File: src/rtl/aes128_round_ctrl_if.sv
// Block-level stream interface of the AES-128 round controller:
// plaintext/key input handshake and ciphertext output handshake.
interface aes128_round_ctrl_if;
  logic         in_valid;
  logic         in_ready;
  logic [127:0] in_data;
  logic [127:0] in_key;
  logic         out_valid;
  logic         out_ready;
  logic [127:0] out_data;

  // Producer of plaintext and consumer of ciphertext.
  modport master (
    output in_valid, in_data, in_key, out_ready,
    input  in_ready, out_valid, out_data
  );

  // The round controller itself.
  modport slave (
    input  in_valid, in_data, in_key, out_ready,
    output in_ready, out_valid, out_data
  );
endinterface

File: src/rtl/aes128_round_ctrl.sv
// AES-128 encryption round sequencer. Performs the initial AddRoundKey,
// steps external round units through rounds 1..10 (each round held for
// ROUND_LAT+1 cycles), then holds the ciphertext until it is taken.
// One block in flight at a time.
module aes128_round_ctrl #(
  parameter int ROUND_LAT = 1
) (
  input  logic                clk,
  input  logic                rst_n,
  aes128_round_ctrl_if.slave  bus,
  output logic                busy,
  output logic [3:0]          rnd_num,
  output logic [127:0]        rnd_data,
  output logic [127:0]        rnd_key,
  input  logic [127:0]        rnd_out_data,
  input  logic [127:0]        rnd_out_key,
  input  logic [127:0]        fin_out_data
);

  // wait_cnt is only two bits wide, so larger latencies cannot be counted.
  if (ROUND_LAT < 0 || ROUND_LAT > 3) begin : g_bad_lat
    $error("aes128_round_ctrl: ROUND_LAT must be in 0..3");
  end

  localparam logic [1:0] LAST_WAIT  = 2'(ROUND_LAT);
  localparam logic [3:0] LAST_ROUND = 4'd10;

  typedef enum logic [1:0] {
    IDLE,
    ROUND,
    DONE
  } state_t;

  state_t       state_reg, state_next;
  logic [3:0]   round_reg, round_next;
  logic [1:0]   wait_reg,  wait_next;
  logic [127:0] data_reg,  data_next;
  logic [127:0] key_reg,   key_next;
  logic [127:0] out_reg,   out_next;

  // Round inputs come straight from registers so they stay stable for a round.
  assign rnd_data     = data_reg;
  assign rnd_key      = key_reg;
  assign bus.out_data = out_reg;

  // State and datapath registers; reset aborts any block in flight.
  always_ff @(posedge clk) begin
    if (!rst_n) begin
      state_reg <= IDLE;
      round_reg <= 4'd0;
      wait_reg  <= 2'd0;
      data_reg  <= 128'd0;
      key_reg   <= 128'd0;
      out_reg   <= 128'd0;
    end else begin
      state_reg <= state_next;
      round_reg <= round_next;
      wait_reg  <= wait_next;
      data_reg  <= data_next;
      key_reg   <= key_next;
      out_reg   <= out_next;
    end
  end

  // Next-state, round capture and handshake outputs.
  always_comb begin
    state_next    = state_reg;
    round_next    = round_reg;
    wait_next     = wait_reg;
    data_next     = data_reg;
    key_next      = key_reg;
    out_next      = out_reg;
    bus.in_ready  = 1'b0;
    bus.out_valid = 1'b0;
    busy          = 1'b1;
    rnd_num       = 4'd0;

    case (state_reg)
      IDLE: begin
        bus.in_ready = 1'b1;
        busy         = 1'b0;
        if (bus.in_valid) begin
          // Initial AddRoundKey happens on the way into the state register.
          data_next  = bus.in_data ^ bus.in_key;
          key_next   = bus.in_key;
          round_next = 4'd1;
          wait_next  = 2'd0;
          state_next = ROUND;
        end
      end

      ROUND: begin
        rnd_num = round_reg;
        if (wait_reg == LAST_WAIT) begin
          wait_next = 2'd0;
          if (round_reg == LAST_ROUND) begin
            out_next   = fin_out_data;
            state_next = DONE;
          end else begin
            data_next  = rnd_out_data;
            key_next   = rnd_out_key;
            round_next = round_reg + 4'd1;
          end
        end else begin
          wait_next = wait_reg + 2'd1;
        end
      end

      DONE: begin
        bus.out_valid = 1'b1;
        if (bus.out_ready) begin
          round_next = 4'd0;
          state_next = IDLE;
        end
      end

      default: begin
        state_next = IDLE;
      end
    endcase
  end

endmodule

File: src/flat_wrapper.sv
// flat-port wrapper written by rule: the top's interface ports become plain ports
module aes128_round_ctrl_flat 
#(
  parameter int ROUND_LAT = 1
)
  (clk, rst_n, busy, rnd_num, rnd_data, rnd_key, rnd_out_data, rnd_out_key, fin_out_data, bus_in_valid, bus_in_data, bus_in_key, bus_out_ready, bus_in_ready, bus_out_valid, bus_out_data);
  aes128_round_ctrl_if bus_i ();
  input  logic clk;
  input  logic rst_n;
  output logic busy;
  output logic [3:0] rnd_num;
  output logic [127:0] rnd_data;
  output logic [127:0] rnd_key;
  input  logic [127:0] rnd_out_data;
  input  logic [127:0] rnd_out_key;
  input  logic [127:0] fin_out_data;
  input wire logic [$bits(bus_i.in_valid)-1:0] bus_in_valid;
  input wire logic [$bits(bus_i.in_data)-1:0] bus_in_data;
  input wire logic [$bits(bus_i.in_key)-1:0] bus_in_key;
  input wire logic [$bits(bus_i.out_ready)-1:0] bus_out_ready;
  output wire logic [$bits(bus_i.in_ready)-1:0] bus_in_ready;
  output wire logic [$bits(bus_i.out_valid)-1:0] bus_out_valid;
  output wire logic [$bits(bus_i.out_data)-1:0] bus_out_data;
  assign bus_i.in_valid = bus_in_valid;
  assign bus_i.in_data = bus_in_data;
  assign bus_i.in_key = bus_in_key;
  assign bus_i.out_ready = bus_out_ready;
  assign bus_in_ready = bus_i.in_ready;
  assign bus_out_valid = bus_i.out_valid;
  assign bus_out_data = bus_i.out_data;
  aes128_round_ctrl #(.ROUND_LAT(ROUND_LAT)) u_core (.clk(clk), .rst_n(rst_n), .bus(bus_i), .busy(busy), .rnd_num(rnd_num), .rnd_data(rnd_data), .rnd_key(rnd_key), .rnd_out_data(rnd_out_data), .rnd_out_key(rnd_out_key), .fin_out_data(fin_out_data));
endmodule
File: config.mk
export PLATFORM = sky130hd
export DESIGN_NAME = aes128_round_ctrl_flat
export DESIGN_NICKNAME = d
export VERILOG_FILES = /design/src/rtl/aes128_round_ctrl_if.sv /design/src/rtl/aes128_round_ctrl.sv /design/src/flat_wrapper.sv
export SDC_FILE = /design/constraint.sdc
export NUM_CORES = 1
export LEC_CHECK = 0
export CAP_MARGIN = 40
export CELL_PAD_IN_SITES_DETAIL_PLACEMENT = 1
export CELL_PAD_IN_SITES_GLOBAL_PLACEMENT = 1
export CORE_AREA = 4 4 396 398
export CTS_BUF_LIST = sky130_fd_sc_hd__clkbuf_8
export DETAILED_ROUTE_END_ITERATION = 7
export DIE_AREA = 0 0 400 402
export PLACE_DENSITY_LB_ADDON = 0.3
export SLEW_MARGIN = 5
export SYNTH_ARGS = -nofsm -noshare
export SYNTH_HDL_FRONTEND = slang
export SYNTH_SLANG_ARGS = --single-unit
File: constraint.sdc
create_clock -name clk -period 2.15 [get_ports clk]
set_clock_uncertainty 0.15 [all_clocks]
set_input_delay 0.5375 -clock clk [delete_from_list [all_inputs] [get_ports clk]]
set_output_delay 0.5375 -clock clk [all_outputs]
set_load 0.01 [all_outputs]
# Yosys cells after proc, flatten, opt, wreduce, memory -nomap -nowiden
# Index checks and enable logic that the tools add are counted.
# Widths: inputs -> output; s select.
# op_classes
add_sub_neg	2
n_mul	0
div	0
n_lt_le_gt_ge	0
eq_ne	9
n_shift	0
muxes	25
bitwise_logic	1
reduce_logical	8
# op_table
operator	count
$mux 128	6
$pmux 128 s2	2
$xor 128x128->128	1
$mux 4	5
$mux 2	6
$pmux 4 s3	1
$reduce_and 4->1	2
$ne 2x2->1 const B	3
$pmux 2 s3	1
$reduce_and 5->1	1
$add 4x1->4 const B	1
$eq 2x1->1 const B	2
$eq 4x4->1 const B	1
$ne 2x1->1 const B	2
$pmux 2 s2	1
$mux 1	3
$reduce_and 3->1	1
$reduce_bool 3->1	1
$add 2x1->2 const B	1
$eq 2x2->1 const B	1
$logic_not 2->1	1
$reduce_and 2->1	1
$reduce_bool 2->1	1
# word_totals
ff_bits	392
latch_bits	0
mem_bits_rw	0
romBits	0
inputBits	644
word_cells	51
n_memories	0

# Logic depth before layout (Yosys ltp)
# logic_depth
ltp_word	4
mapped_depth	9

# Worst setup path after synthesis
# Ideal clock, no wire load.
# synth_timing
path_type	register -> output
startpoint	reg u_core.state_reg[1]
endpoint	out rnd_num[0]
t_arrival_ns	1.522
required_time_ns	1.462
slack_ns	-0.060
stages_incl_launch_ff	7
path_cell_list	dfxtp_1 inv_1 ha_1 clkbuf_1 buf_2 buf_1 and2_1
# synth_via
elab_chain_len	2
# synth_rtl
element	line_no	source
start, declared	aes128_round_ctrl.sv:34	state_t state_reg, state_next;
start signal, assigned	aes128_round_ctrl.sv:56	state_reg <= state_next;
$eq 2x1->1	aes128_round_ctrl.sv:78	case (state_reg)
$mux 4	aes128_round_ctrl.sv:78	
end, declared	flat_wrapper.sv:11	output logic [3:0] rnd_num;
# No other way between the ends.

# Final worst setup path
# layout_timing
startpoint	reg u_core.state_reg[0]
endpoint	out rnd_num[3]
# The elaborated chain is that of the path after synthesis.

==> run metrics <==
status complete, but fails checks; failing checks negative setup slack; # clock sinks a little under 400; # rows 144; GR Layer Usage met2 0.247; antenna violations before repair 30; met3 GRT Util 0.0453; NetSw 13200 uW; total CTS buffers 87; VDD IR-drop max 0.000506 V; Die Ht 402 um; top-area cell type share of the netlist area 0.462; Synth Register Bits 392; die area 0.161 mm2; WP data required 1.46 ns; Post-synth EDFFs 0; # setup viols final 335; Die Wd 400 um; setup slack at placement -0.509 ns; Seq pwr share 0.266; Mapped Nets about 2700; clk root buf clkbuf_8; post-synthesis instance area 0.0170 mm2; Cell Int Power approximately 23000 uW; routability cong. ~0.81; CTS tree yes; routed len/inst approximately 23 um; crit share post-route 1.12; register area share after synthesis 0.462; largest net degree at the start of global routing 49; number of global-route vias before repair 21200; largest area contributor in the netlist dfxtp_1; GRT overflow 0; drt pass-1 iters 5; H-tree Lvls 3; main flop type after synthesis dfxtp_1; GRT busiest layer met2; drt total wl approximately 120000 um; worst setup margin -0.255 ns; Port-buffer cells between 1000 and 1500; first-pass GRT wire length 165000 um; core area 0.153 mm2; Mean Syn Cell Area ~8.3 um2; Final Max Tran Viols 0; crit start category register; RSZ-0062 raised after global routing yes; leak pwr 0.0137 uW; slew margin rel. 0.489; DR vias a little over 20000; fin area 0.0368 mm2; drt via density 3.72; Post-Syn Instances 2038; Synth area leaders dfxtp_1 46%, nand2_1 11%, a21oi_1 7.7%; crit path max fanout 4; M1 GR Usage 0.168; initial cell density of the core 0.111; 1st-iter DRT viols 803; min-delay worst type in2reg; Top Ports ~1000; WS Path Type reg2out; Layout area overhead 117%; FFs w/ async S/R, synth 0; DRC Markers 0; clock-pin slew on the worst setup and hold paths roughly 0.060 ns; Switching Share 0.367; post-synth cell types 34; layout cells sized above 1 0.310; CTS max path bufs 3; Filler cells 17700; Critical Path End Type output pin; Final Hold Viols 0; Total GRT Usage 0.144; Worst-Margin Slew approximately 0.76 ns; Design Power 35900 uW; Tmin final 2.41 ns; R2R setup slack -0.25 ns; fmax 416 MHz; DP HPWL just over 90000 um; Max Cap Viol 0; Final ANT Viol Nets 0; Placed Area 0.0310 mm2; Clock power frac 0.250; Ys Warns 0; hold_buf cts 0; Cell Pwr Density 975 mW/mm2; Gate power share 0.484; CP arrival roughly 1.7 ns; clk_lat worst skew 0.72 ns; Nets approximately 4000
-- power groups by stage --
stage	clock network [uW]	logic [uW]	registers [uW]
4_1_cts	9390	16700	9450
2_1_floorplan	0	4490	9850
5_1_grt	9710	18400	9720
6_report	8970	17400	9560
3_3_place_gp	0	12300	9460
3_5_place_dp	0	12400	9470
-- synthesized netlist by cell type, drive strengths merged (2+ instances only) --
cell type	n
nand2	520
nand3	2
buf	48
ha	7
clkbuf	124
o21ai	4
inv	6
xnor2	128
nand2b	2
mux2i	130
nor3	2
a21oi	262
nor2	131
nor2b	3
o211ai	130
dfxtp	392
a211oi	130
and2	4
-- through the flow --
stage	utilization	std cells	TNS (ns)	hold slack (ns)
6_report	0.240	5425	-33.16	0.204
5_1_grt	0.240	5422	-79.07	0.0647
4_1_cts	0.233	5367	-43.27	0.0456
3_5_place_dp	0.202	5104	-93.59	0.290
3_3_place_gp	0.202	5104	-81.93	0.285
2_1_floorplan	-	2038	0	0.270
-- metal layers --
metal  share of wire  vias up  routed length (um)
met4           0.028       22                3420
li1                -     9577                   -
met5          0.0011        -                 135
met2            0.50      650               61500
met3           0.071      157                8710
met1            0.40     9786               49600
-- worst max-delay path: stages, from the launching register on --
cell,delay [ns]
dfxtp_2,0.32
buf_6,0.11
ha_4,0.17
buf_6,0.12
and2_4,0.15
buf_6,0.12
-- cells by family after synthesis --
family / Yosys count / synth area share
buffers and inverters: 178 / 0.0423
DFF: 392 / 0.462
xor gates and xnor gates: 128 / 0.0660
muxes: 131 / 0.0773
and+or+nand+nor: 671 / 0.151
AOI/OAI and AO/OA: 531 / 0.196
adders and majority gates: 7 / 0.00515
-- cell type report --
type,count,area [um2],share of cell area
repair buffers,1346,14600,0.398
clock inverters,33,240,0.00652
clock buffers,116,1600,0.0434
flip-flops and latches,392,7890,0.214
multi-input cells,1468,9800,0.266
inverters,6,40.0,0.00109
diodes,20,50.0,0.00136
well taps,2044,2560,0.0695
-- what timing repair did --
item / in CTS / in global routing
buffers inserted: 81 / 55
gates cloned: 38 / 11
gates resized for setup: 1555 / 218
setup endpoints to repair: 648 / 355
pin swaps: 236 / 139
hold endpoints to repair: 0 / 0
-- worst paths after layout --
check                                         from                                    end  depth (start not counted)
hold / removal                   fin_out_data[122]  u_core.bus.out_data[122]$_SDFFE_PN0P_                          3
setup / recovery  u_core.state_reg[0]$_SDFFE_PN0P_                             rnd_num[3]                          5
setup reg to reg  u_core.state_reg[0]$_SDFFE_PN0P_       u_core.rnd_data[32]$_SDFFE_PN0P_                         12
hold reg to reg    u_core.wait_reg[1]$_SDFFE_PN0P_        u_core.wait_reg[1]$_SDFFE_PN0P_                          2
-- cells in the final DEF, fill, tap and decap left out, types with 56 or more instances in the layout --
master	n
a211oi_2	123
a21oi_1	233
buf_12	89
buf_2	122
buf_4	105
buf_6	56
clkbuf_8	116
clkdlybuf4s15_1	67
clkdlybuf4s15_2	146
clkdlybuf4s50_1	643
dfxtp_1	364
mux2i_1	129
nand2_1	489
o211ai_1	130
xnor2_1	128
Power figures use the tool's default switching activity.
